$ cat src/rtl/dqpsk_tx_framer_if.sv
// dqpsk_tx_framer_if
// Handshake and status bundle between a frame source and the DQPSK transmit framer.
//   start       frame request pulse (source -> framer)
//   frame_len   payload byte count, captured with start
//   byte_data   payload byte
//   byte_valid  byte_data valid
//   byte_ready  framer accepts byte_data this cycle
//   data_serial current serial bit, held between strobes
//   bit_strobe  one-cycle pulse, data_serial is new this cycle
//   i_phase     1 = current bit is the I bit of a dibit, 0 = Q bit
//   busy        frame in progress
//   done        one-cycle end-of-frame pulse
//   underrun    sticky payload-starvation flag
// The master modport is the frame source; the slave modport is the framer.
interface dqpsk_tx_framer_if #(
    parameter int unsigned LEN_W = 8
) ();
    logic             start;
    logic [LEN_W-1:0] frame_len;
    logic [7:0]       byte_data;
    logic             byte_valid;
    logic             byte_ready;
    logic             data_serial;
    logic             bit_strobe;
    logic             i_phase;
    logic             busy;
    logic             done;
    logic             underrun;

    modport master (
        output start, frame_len, byte_data, byte_valid,
        input  byte_ready, data_serial, bit_strobe, i_phase, busy, done, underrun
    );

    modport slave (
        input  start, frame_len, byte_data, byte_valid,
        output byte_ready, data_serial, bit_strobe, i_phase, busy, done, underrun
    );
endinterface

$ cat src/rtl/dqpsk_tx_framer.sv
// dqpsk_tx_framer
// Transmit-side frame sequencer for the DQPSK modulator chain. Emits a serial frame of
// preamble (1010...), sync word (MSB first), payload bytes (MSB first) and zero tail, one
// bit per bit_strobe, tagging each bit as the I or Q slot of a dibit.
// Ports:
//   clk   system clock
//   rstn  asynchronous active-low reset
//   bus   dqpsk_tx_framer_if.slave: start/frame_len request, byte_data/byte_valid/byte_ready
//         payload handshake, data_serial/bit_strobe/i_phase bit stream, busy/done/underrun
// Optional feature: define DQPSK_TX_SCRAMBLE_EN to XOR payload bits with a 7-bit LFSR
// (x^7+x^4+1, seeded 7'h7F on start, advanced once per payload strobe).
module dqpsk_tx_framer #(
    parameter int unsigned CLK_DIV      = 4,
    parameter int unsigned PREAMBLE_LEN = 16,
    parameter logic [31:0] SYNC_WORD    = 32'h0000_D391,
    parameter int unsigned SYNC_LEN     = 16,
    parameter int unsigned TAIL_LEN     = 4,
    parameter int unsigned LEN_W        = 8
) (
    input  logic               clk,
    input  logic               rstn,
    dqpsk_tx_framer_if.slave   bus
);
    localparam int unsigned MaxA   = (PREAMBLE_LEN > SYNC_LEN) ? PREAMBLE_LEN : SYNC_LEN;
    localparam int unsigned MaxB   = (MaxA > TAIL_LEN) ? MaxA : TAIL_LEN;
    localparam int unsigned MaxSec = (MaxB > 8) ? MaxB : 8;
    localparam int unsigned CntW   = $clog2(MaxSec);
    localparam int unsigned DivW   = (CLK_DIV > 1) ? $clog2(CLK_DIV) : 1;

    localparam logic [CntW-1:0] PreLast  = CntW'(PREAMBLE_LEN - 1);
    localparam logic [CntW-1:0] SyncLast = CntW'(SYNC_LEN - 1);
    localparam logic [CntW-1:0] TailLast = CntW'(TAIL_LEN - 1);
    localparam logic [CntW-1:0] ByteLast = CntW'(7);
    localparam logic [DivW-1:0] DivLast  = DivW'(CLK_DIV - 1);

    typedef enum logic [2:0] {StIdle, StPreamble, StSync, StPayload, StTail} state_e;

    state_e           state_q, state_d;
    logic [DivW-1:0]  div_q, div_d;
    logic [CntW-1:0]  bit_cnt_q, bit_cnt_d;
    logic [LEN_W-1:0] byte_cnt_q, byte_cnt_d;   // bytes moved into the shift register
    logic [LEN_W-1:0] len_q, len_d;
    logic [7:0]       shift_q, shift_d;
    logic [7:0]       hold_q, hold_d;
    logic             hold_vld_q, hold_vld_d;
    logic             data_q, data_d;
    logic             iq_q, iq_d;               // i_phase of the most recent strobe
    logic             done_q, done_d;
    logic             underrun_q, underrun_d;
`ifdef DQPSK_TX_SCRAMBLE_EN
    logic [6:0]       lfsr_q, lfsr_d;
`endif

    logic       busy, strobe, accept, ready, xfer, load_byte, cur_bit;
    logic [4:0] sync_idx;

    assign busy     = (state_q != StIdle);
    assign strobe   = busy && (div_q == '0);
    // The cycle carrying done is still IDLE, but a start there must not be taken.
    assign accept   = (state_q == StIdle) && bus.start && !done_q;
    // Prefetch only while a payload byte is still owed to the shift register.
    assign ready    = busy && !hold_vld_q && ((state_q == StSync) || (state_q == StPayload))
                      && (byte_cnt_q < len_q);
    assign xfer     = bus.byte_valid && ready;
    assign sync_idx = 5'(SYNC_LEN - 1) - 5'(bit_cnt_q);

    always_comb begin
        cur_bit = 1'b0;
        unique case (state_q)
            StPreamble: cur_bit = ~bit_cnt_q[0];
            StSync:     cur_bit = SYNC_WORD[sync_idx];
`ifdef DQPSK_TX_SCRAMBLE_EN
            StPayload:  cur_bit = shift_q[7] ^ lfsr_q[6];
`else
            StPayload:  cur_bit = shift_q[7];
`endif
            default:    cur_bit = 1'b0;
        endcase
    end

    always_comb begin
        state_d    = state_q;
        div_d      = div_q;
        bit_cnt_d  = bit_cnt_q;
        byte_cnt_d = byte_cnt_q;
        len_d      = len_q;
        shift_d    = shift_q;
        hold_d     = hold_q;
        hold_vld_d = hold_vld_q;
        data_d     = data_q;
        iq_d       = iq_q;
        done_d     = 1'b0;
        underrun_d = underrun_q;
        load_byte  = 1'b0;
`ifdef DQPSK_TX_SCRAMBLE_EN
        lfsr_d     = lfsr_q;
`endif

        if (accept) begin
            state_d    = StPreamble;
            len_d      = bus.frame_len;
            underrun_d = 1'b0;
            div_d      = '0;
            bit_cnt_d  = '0;
            byte_cnt_d = '0;
            hold_vld_d = 1'b0;
            data_d     = 1'b0;
            iq_d       = 1'b0;
`ifdef DQPSK_TX_SCRAMBLE_EN
            lfsr_d     = 7'h7F;
`endif
        end

        if (busy) begin
            div_d = (div_q == DivLast) ? '0 : div_q + 1'b1;
        end

        if (xfer) begin
            hold_d     = bus.byte_data;
            hold_vld_d = 1'b1;
        end

        if (strobe) begin
            data_d    = cur_bit;
            iq_d      = ~iq_q;
            bit_cnt_d = bit_cnt_q + 1'b1;
            unique case (state_q)
                StPreamble: begin
                    if (bit_cnt_q == PreLast) begin
                        state_d   = StSync;
                        bit_cnt_d = '0;
                    end
                end
                StSync: begin
                    if (bit_cnt_q == SyncLast) begin
                        bit_cnt_d = '0;
                        if (len_q == '0) begin
                            state_d = StTail;
                        end else begin
                            state_d   = StPayload;
                            load_byte = 1'b1;
                        end
                    end
                end
                StPayload: begin
                    shift_d = {shift_q[6:0], 1'b0};
`ifdef DQPSK_TX_SCRAMBLE_EN
                    lfsr_d  = {lfsr_q[5:0], lfsr_q[6] ^ lfsr_q[3]};
`endif
                    if (bit_cnt_q == ByteLast) begin
                        bit_cnt_d = '0;
                        if (byte_cnt_q == len_q) begin
                            state_d = StTail;
                        end else begin
                            load_byte = 1'b1;
                        end
                    end
                end
                StTail: begin
                    if (bit_cnt_q == TailLast) begin
                        state_d   = StIdle;
                        done_d    = 1'b1;
                        data_d    = 1'b0;
                        iq_d      = 1'b0;
                        bit_cnt_d = '0;
                        div_d     = '0;
                    end
                end
                default: ;
            endcase
        end

        // Byte boundary: holding register, else a same-cycle transfer, else a zero slot.
        if (load_byte) begin
            byte_cnt_d = byte_cnt_q + 1'b1;
            if (hold_vld_q) begin
                shift_d    = hold_q;
                hold_vld_d = 1'b0;
            end else if (xfer) begin
                shift_d    = bus.byte_data;
                hold_vld_d = 1'b0;
            end else begin
                shift_d    = 8'h00;
                underrun_d = 1'b1;
            end
        end
    end

    always_ff @(posedge clk or negedge rstn) begin
        if (!rstn) begin
            state_q    <= StIdle;
            div_q      <= '0;
            bit_cnt_q  <= '0;
            byte_cnt_q <= '0;
            len_q      <= '0;
            shift_q    <= '0;
            hold_q     <= '0;
            hold_vld_q <= 1'b0;
            data_q     <= 1'b0;
            iq_q       <= 1'b0;
            done_q     <= 1'b0;
            underrun_q <= 1'b0;
        end else begin
            state_q    <= state_d;
            div_q      <= div_d;
            bit_cnt_q  <= bit_cnt_d;
            byte_cnt_q <= byte_cnt_d;
            len_q      <= len_d;
            shift_q    <= shift_d;
            hold_q     <= hold_d;
            hold_vld_q <= hold_vld_d;
            data_q     <= data_d;
            iq_q       <= iq_d;
            done_q     <= done_d;
            underrun_q <= underrun_d;
        end
    end

`ifdef DQPSK_TX_SCRAMBLE_EN
    always_ff @(posedge clk or negedge rstn) begin
        if (!rstn) begin
            lfsr_q <= '0;
        end else begin
            lfsr_q <= lfsr_d;
        end
    end
`endif

    assign bus.byte_ready  = ready;
    assign bus.bit_strobe  = strobe;
    assign bus.data_serial = strobe ? cur_bit : data_q;
    assign bus.i_phase     = strobe ? ~iq_q : iq_q;
    assign bus.busy        = busy;
    assign bus.done        = done_q;
    assign bus.underrun    = underrun_q;
endmodule
$ cat src/flat_wrapper.sv
// flat-port wrapper written by rule: the top's interface ports become plain ports
module dqpsk_tx_framer_flat 
#(
    parameter int unsigned CLK_DIV      = 4,
    parameter int unsigned PREAMBLE_LEN = 16,
    parameter logic [31:0] SYNC_WORD    = 32'h0000_D391,
    parameter int unsigned SYNC_LEN     = 16,
    parameter int unsigned TAIL_LEN     = 4,
    parameter int unsigned LEN_W        = 8
)
  (clk, rstn, bus_start, bus_frame_len, bus_byte_data, bus_byte_valid, bus_byte_ready, bus_data_serial, bus_bit_strobe, bus_i_phase, bus_busy, bus_done, bus_underrun);
  dqpsk_tx_framer_if #(.LEN_W(LEN_W)) bus_i ();
  input  logic clk;
  input  logic rstn;
  input wire logic [$bits(bus_i.start)-1:0] bus_start;
  input wire logic [$bits(bus_i.frame_len)-1:0] bus_frame_len;
  input wire logic [$bits(bus_i.byte_data)-1:0] bus_byte_data;
  input wire logic [$bits(bus_i.byte_valid)-1:0] bus_byte_valid;
  output wire logic [$bits(bus_i.byte_ready)-1:0] bus_byte_ready;
  output wire logic [$bits(bus_i.data_serial)-1:0] bus_data_serial;
  output wire logic [$bits(bus_i.bit_strobe)-1:0] bus_bit_strobe;
  output wire logic [$bits(bus_i.i_phase)-1:0] bus_i_phase;
  output wire logic [$bits(bus_i.busy)-1:0] bus_busy;
  output wire logic [$bits(bus_i.done)-1:0] bus_done;
  output wire logic [$bits(bus_i.underrun)-1:0] bus_underrun;
  assign bus_i.start = bus_start;
  assign bus_i.frame_len = bus_frame_len;
  assign bus_i.byte_data = bus_byte_data;
  assign bus_i.byte_valid = bus_byte_valid;
  assign bus_byte_ready = bus_i.byte_ready;
  assign bus_data_serial = bus_i.data_serial;
  assign bus_bit_strobe = bus_i.bit_strobe;
  assign bus_i_phase = bus_i.i_phase;
  assign bus_busy = bus_i.busy;
  assign bus_done = bus_i.done;
  assign bus_underrun = bus_i.underrun;
  dqpsk_tx_framer #(.CLK_DIV(CLK_DIV), .PREAMBLE_LEN(PREAMBLE_LEN), .SYNC_WORD(SYNC_WORD), .SYNC_LEN(SYNC_LEN), .TAIL_LEN(TAIL_LEN), .LEN_W(LEN_W)) u_core (.clk(clk), .rstn(rstn), .bus(bus_i));
endmodule
$ cat config.mk
export PLATFORM = sky130hd
export DESIGN_NAME = dqpsk_tx_framer_flat
export DESIGN_NICKNAME = d
export VERILOG_FILES = /design/src/rtl/dqpsk_tx_framer_if.sv /design/src/rtl/dqpsk_tx_framer.sv /design/src/flat_wrapper.sv
export SDC_FILE = /design/constraint.sdc
export NUM_CORES = 1
export LEC_CHECK = 0
export CAP_MARGIN = 10
export CORE_MARGIN = 4
export CORE_UTILIZATION = 35
export CTS_CLUSTER_SIZE = 25
export DETAILED_ROUTE_END_ITERATION = 6
export DONT_BUFFER_PORTS = 1
export PLACE_DENSITY = 0.46
export SKIP_CTS_REPAIR_TIMING = 1
export SYNTH_ARGS = -nofsm -noshare
export SYNTH_HDL_FRONTEND = slang
export SYNTH_SLANG_ARGS = --single-unit
$ cat constraint.sdc
create_clock -name clk -period 5.6 [get_ports clk]
set_clock_uncertainty 0.05 [all_clocks]
set_input_delay 0.56 -clock clk [delete_from_list [all_inputs] [get_ports clk]]
set_output_delay 0.56 -clock clk [all_outputs]
set_load 0.05 [all_outputs]
==> results by group <==
Clocking
  • H-Tree Depth: 2
  • Clk slew on worst S/H paths: about 100 ps
  • Worst-Skew Late Latency: 300 ps
  • CTS root buffer: clkbuf_8
  • TritonCTS clock tree: built
  • TritonCTS buffer count: 5
  • Clock Sinks: between 40 and 50
  • CTS Buffer Depth: 2

Routing
  • Via count: between 2000 and 2500
  • Pre-antenna DRT Iters: 4
  • Final wirelength: around 6300 um
  • Initial DRC Count: 87
  • Vias per Instance: ~5.3
  • DR WL/cell: 16.3 um
  • Antenna Nets Post-Route: 0
  • Post-route DRC violation count: 0

Die
  • Die Wd: about 96 um
  • Initial Utilization: 0.367
  • Ports: 27
  • DIE HEIGHT: between 90 and 100 um
  • Die area: 9200 um2
  • Row count: 31
  • Core Area: around 7400 um2

Critical path
  • Delay-heaviest family, CP: XOR/XNOR gates
  • CP max-delay cell: xnor2_1
  • CP peak stage delay: around 970 ps
  • Buf+Inv Stages, Crit Path: 1
  • Crit. End Element: output port
  • Critical R2R Capture: u_core.byte_cnt_q[5]$_DFFE_PN0P_
  • Reg2Reg Setup Slack: 2640 ps
  • Critical Path Start Type: register
  • Critical path arrival: 2920 ps
  • Reg2Reg Depth: 6
  • Critical Path Fanout Max: 17
  • Worst r2r src: u_core.state_q[0]$_DFF_PN0_
  • Required @ worst endpoint: 4990 ps
  • Crit-path cells: nor3_2 > inv_1 > nand2_1 > xnor2_1
  • CP Class: reg -> out

GRT
  • Vias in the first global route: 2147
  • Pin count of the biggest net entering global routing: 47
  • First-pass GRT wire length: around 11000 um
  • Grt ovf: 0
  • Initial antenna violation count: 0
  • GR Util All Layers: 0.151

STA
  • Worst Tran Pin Value: between 1000 and 1500 ps
  • Setup_tns: 0 ps
  • FMAX: between 0.2 and 0.3 GHz
  • Final setup fails: 0
  • Tcrit/Tclk final: 0.631
  • Final Max Slew Viols: 0
  • Unrepaired setup endpoints after global routing: false
  • Fin. Hold Viols: 0
  • Slew HR: 0.258
  • Tmin final: ~3500 ps

Logic synthesis
  • #FFs+latches synth: 46
  • Syn Nets: 324
  • Number of enable flip-flop cells after synthesis: 0
  • Largest area contributor in the netlist: dfrtp_1
  • Synth area leaders: dfrtp_1 (43%), o21ai_0 (6.5%), ha_1 (6.0%)
  • Cell variety after synth: 59
  • Syn avg cell area: just over 9 um2
  • Async set or reset register ratio after synthesis: 1.00
  • Synthesis Warnings: 0
  • Synth Instances: just under 300
  • Synth Flop Type: dfrtp_1
  • Synthesized area: roughly 2700 um2
  • Sequential area share after synthesis: 0.426
  • Top cell type's share of synthesized area: 0.426

Min path
  • HP Class: in -> async

Placement
  • Placed Cells incl. Taps: ~380
  • GPL Wtd Cong: ~0.78
  • Buffers on Ports: 0
  • Final HPWL DP: 4390 um

Job
  • Max cap viols: 0

Power and ir drop
  • Leakage: between 1 and 1.5 nW
  • Max VDD drop: ~0.00011 V
  • Power consumption: roughly 0.66 mW
  • PwrDens: approximately 230 nW/um2

Final layout
  • Post-Layout Cell Count: a little under 400
  • Nets: about 320
  • Share of layout cells above drive strength 1: 0.0979
  • Core Util, Final: 0.390
  • Number of diodes: 0
  • Layout area overhead: 6.43%

Status
  • Status: completed
==> worst max-delay path by stage <==
stage	start	to	slack (ps)	depth (start not counted)
3_5_place_dp	u_core.state_q[0]$_DFF_PN0_	bus_i_phase	2360	4
3_3_place_gp	u_core.state_q[0]$_DFF_PN0_	bus_i_phase	2410	4
5_1_grt	u_core.state_q[0]$_DFF_PN0_	bus_i_phase	1860	4
4_1_cts	u_core.state_q[0]$_DFF_PN0_	bus_i_phase	2010	4
2_1_floorplan	u_core.state_q[0]$_DFF_PN0_	bus_i_phase	2910	6
6_report	u_core.state_q[0]$_DFF_PN0_	bus_i_phase	2070	4
==> cells in the mapped netlist (3+ instances only) <==
| cell type | instances |
|---|---|
| nor2_1 | 15 |
| nor3_1 | 3 |
| xnor2_1 | 3 |
| a21oi_1 | 6 |
| nand2_1 | 36 |
| ha_1 | 13 |
| o211ai_1 | 10 |
| dfrtp_1 | 46 |
| inv_1 | 15 |
| clkbuf_1 | 8 |
| buf_2 | 4 |
| a22o_1 | 7 |
| o21ai_0 | 35 |
| nand3b_1 | 3 |
| nand2b_1 | 5 |
| nand3_1 | 16 |
| and3_1 | 4 |
| o21a_1 | 8 |
==> registers in the layout (all words and copies together) (netlist names) <==
name	cells
u_core.hold_vld_q	1
u_core.hold_q	8
u_core.bus.underrun	1
u_core.bit_cnt_q	4
u_core.len_q	8
u_core.shift_q	8
u_core.data_q	1
u_core.iq_q	1
u_core.div_q	2
u_core.bus.done	1
u_core.byte_cnt_q	8
u_core.state_q	3
==> per-layer routing <==
layer,routed length [um],GRT usage
met2,2770,0.232
met5,0,0
met3,224,0.0313
met1,3230,0.220
met4,55,0.0344
==> power breakdown <==
part           total, mW  switching (mW)  internal [mW]
Combinational     0.0630          0.0381         0.0249
Sequential         0.375          0.0170          0.358
Clock              0.217           0.118         0.0995
==> through the flow <==
stage | area (um2) | worst slack [ps] | hold WS, ps
6_report | 2880 | 2070 | 57.3
5_1_grt | 2880 | 1860 | 52.7
4_1_cts | 2850 | 2010 | -121
3_5_place_dp | 2760 | 2360 | 216
3_3_place_gp | 2760 | 2410 | 216
2_1_floorplan | 2700 | 2910 | 214
==> cell usage in the layout (no fill, tap or decap), types with 4 or more instances in the layout <==
master	n
clkbuf_8	6
o211ai_1	10
nand2_1	36
a21oi_1	6
a22o_1	7
nand2b_1	5
dfrtp_1	46
nand3_1	16
ha_1	13
inv_1	15
o21ai_0	35
o21a_1	8
nor2_1	15
and3_1	4
==> cell type report <==
cell class | count | area, um2
multi-input combinational | 214 | 1410
fill | 768 | 4490
clock buffer | 6 | 82.6
tap | 99 | 124
clock inverter | 2 | 12.5
sequential | 46 | 1150
inverter | 15 | 56.3
timing repair buffer | 3 | 42.5
==> kinds of logic (layout without fill, tap and decap cells) <==
| kind of cell | count (synthesis) | in the layout | synth area share |
|---|---|---|---|
| XOR/XNOR | 4 | 4 | 0.0130 |
| buffers and inverters | 31 | 26 | 0.0532 |
| AND/OR/NAND/NOR | 103 | 103 | 0.198 |
| adder cells (fa/ha/maj) | 13 | 13 | 0.0602 |
| multiplexers | 6 | 6 | 0.0282 |
| flip-flops | 46 | 46 | 0.426 |
| AO/OA/AOI/OAI | 88 | 88 | 0.222 |
(Power assumes the default switching activity.)
